===== config.mk =====
export PLATFORM = sky130hd
export DESIGN_NAME = pipe_stage_chain
export DESIGN_NICKNAME = d
export VERILOG_FILES = /design/src/rtl/pipe_stage_chain.sv
export SDC_FILE = /design/constraint.sdc
export NUM_CORES = 1
export LEC_CHECK = 0
export ABC_CLOCK_PERIOD_IN_PS = 2110
export BUFFER_PORTS_ARGS = -buffer_cell sky130_fd_sc_hd__buf_2
export CAP_MARGIN = 20
export CORE_MARGIN = 2
export CORE_UTILIZATION = 40
export DETAILED_ROUTE_END_ITERATION = 12
export PLACE_DENSITY = 0.71
export SYNTH_ARGS = -nofsm -noshare
export SYNTH_HDL_FRONTEND = slang
export SYNTH_SLANG_ARGS = --single-unit

===== constraint.sdc =====
create_clock -name clk -period 2.11 [get_ports clk]
set_input_delay 0 -clock clk [delete_from_list [all_inputs] [get_ports clk]]
set_output_delay 0 -clock clk [all_outputs]
set_load 0.05 [all_outputs]

===== src/rtl/pipe_stage_chain.sv =====
// pipe_stage_chain
// ----------------
// Parametrised transition-register chain carrying one payload word per
// instruction from decode to writeback. Every stage has a valid bit. One
// stall freezes the whole chain. A flush squashes the FLUSH_DEPTH youngest
// stages and drops the incoming payload.
//
// Parameters:
//   WIDTH        payload width per stage
//   STAGES       chain depth (2..8)
//   FLUSH_DEPTH  number of youngest stages cleared by flush (1..STAGES)
//
// Ports:
//   clk, reset        rising-edge clock, synchronous active-high reset
//   in_valid, in_data payload presented to stage 0
//   in_ready          ~stall
//   stall             freeze every stage
//   flush             squash stages 0..FLUSH_DEPTH-1 and the incoming payload
//   stage_valid       per-stage valid bits, bit 0 = youngest
//   stage_data        flattened payloads, stage k at [k*WIDTH +: WIDTH]
//   out_valid         valid of the oldest stage, qualified by ~stall
//   out_data          payload of the oldest stage
//   occupancy         registered count of set stage_valid bits
//   stall_cycles      (PIPE_STAGE_CHAIN_PERF_EN only) stalled-cycle counter
//   squash_count      (PIPE_STAGE_CHAIN_PERF_EN only) valid bits cleared by flush
//
// Optional feature macro: PIPE_STAGE_CHAIN_PERF_EN adds the two 32-bit
// wrapping performance counters. When it is undefined, the ports are absent.

module pipe_stage_chain #(
  parameter int WIDTH       = 16,
  parameter int STAGES      = 4,
  parameter int FLUSH_DEPTH = 2
) (
  input  logic                          clk,
  input  logic                          reset,
  input  logic                          in_valid,
  input  logic [WIDTH-1:0]              in_data,
  output logic                          in_ready,
  input  logic                          stall,
  input  logic                          flush,
  output logic [STAGES-1:0]             stage_valid,
  output logic [STAGES*WIDTH-1:0]       stage_data,
  output logic                          out_valid,
  output logic [WIDTH-1:0]              out_data,
`ifdef PIPE_STAGE_CHAIN_PERF_EN
  output logic [31:0]                   stall_cycles,
  output logic [31:0]                   squash_count,
`endif
  output logic [$clog2(STAGES+1)-1:0]   occupancy
);

  localparam int OCC_W = $clog2(STAGES + 1);

  // Bits 0..FLUSH_DEPTH-1 set: the stages a flush squashes.
  localparam logic [STAGES-1:0] FLUSH_MASK = {STAGES{1'b1}} >> (STAGES - FLUSH_DEPTH);

  // Population count of a valid vector.
  function automatic logic [OCC_W-1:0] count_ones(input logic [STAGES-1:0] v);
    logic [OCC_W-1:0] n;
    n = '0;
    for (int k = 0; k < STAGES; k++) begin
      n = n + {{(OCC_W-1){1'b0}}, v[k]};
    end
    return n;
  endfunction

  logic [STAGES-1:0]       valid_q, valid_d;
  logic [STAGES*WIDTH-1:0] data_q, data_d;
  logic [OCC_W-1:0]        occupancy_q, occupancy_d;
  logic [STAGES-1:0]       shift_valid;  // next valid vector before flush masking
  logic [STAGES-1:0]       squashed;     // valid bits the flush removes this cycle

  // Next-state: shift or hold, then mask the flushed stages.
  always_comb begin
    shift_valid = valid_q;
    data_d      = data_q;
    if (stall) begin
      shift_valid = valid_q;
      data_d      = data_q;
    end else begin
      // Invalid payloads shift as well; only the valid bit qualifies them.
      shift_valid = {valid_q[STAGES-2:0], in_valid};
      data_d      = {data_q[(STAGES-1)*WIDTH-1:0], in_data};
    end
    if (flush) begin
      // Flush wins over hold for the young stages, whether stalled or not.
      valid_d  = shift_valid & ~FLUSH_MASK;
      squashed = shift_valid & FLUSH_MASK;
    end else begin
      valid_d  = shift_valid;
      squashed = '0;
    end
    // Derived from the next valid vector so the count never lags stage_valid.
    occupancy_d = count_ones(valid_d);
  end

  // Chain state registers.
  always_ff @(posedge clk) begin
    if (reset) begin
      valid_q     <= '0;
      data_q      <= '0;
      occupancy_q <= '0;
    end else begin
      valid_q     <= valid_d;
      data_q      <= data_d;
      occupancy_q <= occupancy_d;
    end
  end

`ifdef PIPE_STAGE_CHAIN_PERF_EN
  logic [31:0] stall_cycles_q, stall_cycles_d;
  logic [31:0] squash_count_q, squash_count_d;

  // Counter next-state; both wrap naturally at 32 bits.
  always_comb begin
    if (stall) begin
      stall_cycles_d = stall_cycles_q + 32'd1;
    end else begin
      stall_cycles_d = stall_cycles_q;
    end
    squash_count_d = squash_count_q + {{(32-OCC_W){1'b0}}, count_ones(squashed)};
  end

  // Performance counter registers.
  always_ff @(posedge clk) begin
    if (reset) begin
      stall_cycles_q <= 32'd0;
      squash_count_q <= 32'd0;
    end else begin
      stall_cycles_q <= stall_cycles_d;
      squash_count_q <= squash_count_d;
    end
  end

  assign stall_cycles = stall_cycles_q;
  assign squash_count = squash_count_q;
`endif

  assign stage_valid = valid_q;
  assign stage_data  = data_q;
  assign out_data    = data_q[(STAGES-1)*WIDTH +: WIDTH];
  assign occupancy   = occupancy_q;
  assign in_ready    = ~stall;
  // Suppressed while stalled so the consumer fires exactly once per instruction.
  assign out_valid   = valid_q[STAGES-1] & ~stall;

endmodule


### After elaboration in Yosys (flattened, before gate mapping)

Index checks and enable logic that the tools add are counted.

* flip-flop bits (word level): 71
* word-level logic and storage cells: 10

* add/subtract/negate cells: 3
* muxes and demuxes: 2
* bitwise logic cells: 2

Operator list (number)
* $mux W4: 1
* $add A2 B1 Y3: 1
* $add A3 B1 Y3: 1
* $add A1 B1 Y2: 1
* $mux W2: 1
* $and A1 B1 Y1: 1
* $not A1 Y1: 1

### Depth between registers and ports, before layout

* word-level depth: 5
* mapped depth: 9
* mapped depth without buffers: 7

### Least setup slack after synthesis

OpenSTA, ideal clock, no wires.

* path type: flip-flop to flip-flop
* start: reg valid_q[0] (netlist: stage_valid[0])
* end: reg occupancy_q[1] (netlist: occupancy[1])
* library setup time: 0.128 ns
* data arrival time: 2.126 ns
* required time: 1.982 ns
* setup slack: -0.144 ns
* stages on the path, launching flop included: 8
* buffers on the path: 0
* clock period less this slack: 2.254 ns
* cell sequence: dfxtp_1 > mux2i_1 > or2_1 > fa_1 > inv_1 > ha_1 > ha_1 > nor2b_1

* word-level cells in the longest chain between the ends: 5

RTL lines
* start, declared: RTL line 68 `logic [STAGES-1:0] valid_q, valid_d;`
* start signal, assigned: RTL line 105 `valid_q <= valid_d;`
* $mux W4: RTL line 78 `if (stall) begin`
* $mux W2: RTL line 86 `if (flush) begin`
* $add A1 B1 Y2: RTL line 63 `n = n + {{(OCC_W-1){1'b0}}, v[k]};`
* $add A2 B1 Y3: RTL line 63
* $add A3 B1 Y3: RTL line 63
* net occupancy_d[1]: RTL line 70 `logic [OCC_W-1:0] occupancy_q, occupancy_d;`
* end signal, assigned: RTL line 107 `occupancy_q <= occupancy_d;`
* end, declared: RTL line 70

The timed path passes the listed nets, and every way through them passes these cells.
A chain may end at the register's enable or synchronous reset.

### Worst setup path after layout

* start: in stall
* end: reg occupancy_q[1] (netlist: occupancy[1])

* word-level cells in the longest chain between the ends: 5

RTL lines
* start, declared: RTL line 40 `input logic stall,`
* $mux W4 (*): RTL line 78
* $mux W2: RTL line 86
* $add A1 B1 Y2: RTL line 63
* $add A2 B1 Y3: RTL line 63
* $add A3 B1 Y3 (*): RTL line 63
* net occupancy_d[1]: RTL line 70

The timed path passes the listed nets; every way through them passes the cells marked *.

==> flow_summary.json <==
{
  "worstHoldPathType": "input pin to register",
  "slowest_delay_ps": 560,
  "drtPass1Iterations": 4,
  "slew_headroom": 0.282,
  "synthCells": 251,
  "slew_viol_final": 0,
  "p_leak_nw": 1.90,
  "fin_crit_ps": 2050,
  "rsz0062_at_grt": "no",
  "ys_ff_latch": 71,
  "std_cell_rows": 29,
  "worst_ep_required_time_ps": 2310,
  "status": "complete, no violations",
  "clk_latency_ps": 340,
  "viasPerCell": 4.54,
  "post-route-util": 0.548,
  "cp_max_fo": 5,
  "synth.distinct_cells": 14,
  "fillerInstances": 559,
  "ys_warn_count": 0,
  "cp_slowest_cell": "dlygate4sd3_1",
  "vias": 2017,
  "fin_cells": 444,
  "powerDensity_nw_per_um2": 802,
  "cap_violations": 0,
  "cts-root-buf": "clkbuf_8",
  "ff_latch_area_um2": 1420,
  "fin_nets": 386,
  "core-area_um2": 6420,
  "dp_cells": 407,
  "syn_nets": 275,
  "fin_setup_tns_ps": 0,
  "syn_to_final_growth_pct": 31.1,
  "setup_viol": 0,
  "grt_pass1_wl_mm": 9.02,
  "grt_max_degree": 72,
  "crit_chain": "dlygate4sd3_1 -> buf_6 -> mux2i_1 -> or2_1 -> fa_1 -> inv_1 -> ha_1 -> ha_1 -> nor2b_1",
  "clock-sinks": 71,
  "place_hpwl_mm": 3.76,
  "final-hold-violation-count": 0,
  "dpl_cell_area_um2": 3120,
  "period_share": 0.970,
  "hold_slack_ps": 308,
  "cts_htree_levels": 3,
  "routed_wl_mm": 5.88,
  "fmax_ghz": 0.489,
  "start_util": 0.418,
  "post-route-drc-count": 0,
  "worst_slew_pin_slew_ps": 1080,
  "clkSlewWorstSetupHoldPaths_ps": 70,
  "worstPathArrival_ps": 2250,
  "drt_iter0_markers": 94,
  "synth.avg_cell_area_um2": 10.7,
  "numCtsBuffers": 9,
  "die_y_um": 85.9,
  "die_area_um2": 7380,
  "gp_congestion": 0.790,
  "ir_worst_vdd_v": 0.000392,
  "ant_nets": 0,
  "diodes": 0,
  "layout-drive-gt1-share": 0.351,
  "portBuffers": 109,
  "cp-start-kind": "input pin",
  "cpMostUsedCell": "ha_1",
  "endpoint_kind": "register",
  "grt-ovfl-total": 0,
  "die_w_um": 85.9,
  "ios": 110,
  "routedWlPerCell_um": 13.2,
  "ys_seq_area_frac": 0.530,
  "multi_input_area_um2": 1020,
  "clock_skew_ps": 5.80,
  "cts_tree": "done",
  "track_usage": 0.158,
  "clockBufferDepth": 2,
  "post-route-cell-area_um2": 3520,
  "synth_area_um2": 2680,
  "grt_pass1_vias": 1805,
  "critPathKind": "input pin to register",
  "antenna_found_initial": 0
}
## state kept, by name, summed over array words and instances (netlist names)
signal and flops:
stage_data 64, occupancy 3, stage_valid 4
## layer usage
metal	share of wire	track usage
met1	0.49	0.216
met2	0.46	0.228
met3	0.035	0.0462
met4	0.018	0.0794
met5	0	0
## worst max-delay path: cells and delay by family
kind	cells	cell delay, ps
and+or+nand+nor	2	360
muxes	1	130
buffers and inverters	3	760
adders and majority gates	3	990
## path summary, 6_finish.rpt
path	startpoint	endpoint	slack, ps	cells after the start
max reg2reg	stage_valid[0]$_SDFF_PP0_	occupancy[1]$_SDFF_PP0_	120	7
max	stall	occupancy[1]$_SDFF_PP0_	60	9
min reg2reg	stage_data[54]$_SDFFE_PP0N_	stage_data[54]$_SDFFE_PP0N_	520	2
min	reset	stage_data[35]$_SDFFE_PP0N_	310	3
## where the power goes
group	switching, mW	internal (mW)
Sequential	0.0289	1.38
Combinational	0.246	0.124
Clock	0.466	0.578
## Yosys cell counts
cell,number,area (µm²)
buf_2,1,5.00
buf_4,22,165
buf_8,2,30.0
clkbuf_1,7,26.3
dfxtp_1,71,1420
fa_1,1,20.0
ha_1,2,25.0
inv_1,3,11.3
mux2_2,1,11.3
mux2i_1,67,671
nor2_1,65,244
nor2b_1,5,31.3
nor3_1,2,10.0
or2_1,2,12.5
## final cells by class
cell class	instances	area share
timing repair buffer	132	0.219
sequential	71	0.405
multi-input combinational	145	0.291
clock buffer	13	0.0423
clock inverter	3	0.0121
inverter	3	0.00320
tap	77	0.0274
## metrics by stage
step                      total power [mW]  setup slack [ps]
after global routing                  2.95             0.181
final                                 2.82              63.0
after CTS                             2.85              47.0
after detailed placement              1.78               107
after global placement                1.77               213
after floorplan                       1.71              42.2
## cells in the final DEF (no fill, tap or decap), drive strengths merged
cell and count:
nor2 65, clkbuf 13, mux2i 67, or2 2, clkinv 1, dlygate4sd3 19
buf 113, nor3 2, clkinvlp 1, nor2b 5, inv 3, dfxtp 71
mux2 1, fa 1, bufinv 1, ha 2
## kinds of logic (layout without fill, tap and decap cells)
kind of cell  after synthesis  count (layout)  synth area share
flops                      71              71             0.530
fa+ha+maj                   3               3            0.0168
buf+inv                    35             151            0.0886
mux                        68              68             0.254
simple gates               74              74             0.111
## repair_timing
| item | in CTS | in global routing |
|---|---|---|
| hold buffers | 19 | 0 |
| setup buffers | 0 | 2 |
| setup endpoints to repair | 0 | 1 |
| gates resized for setup | 0 | 1 |
| hold endpoints to repair | 19 | 0 |
Power figures use the tool's default switching activity.
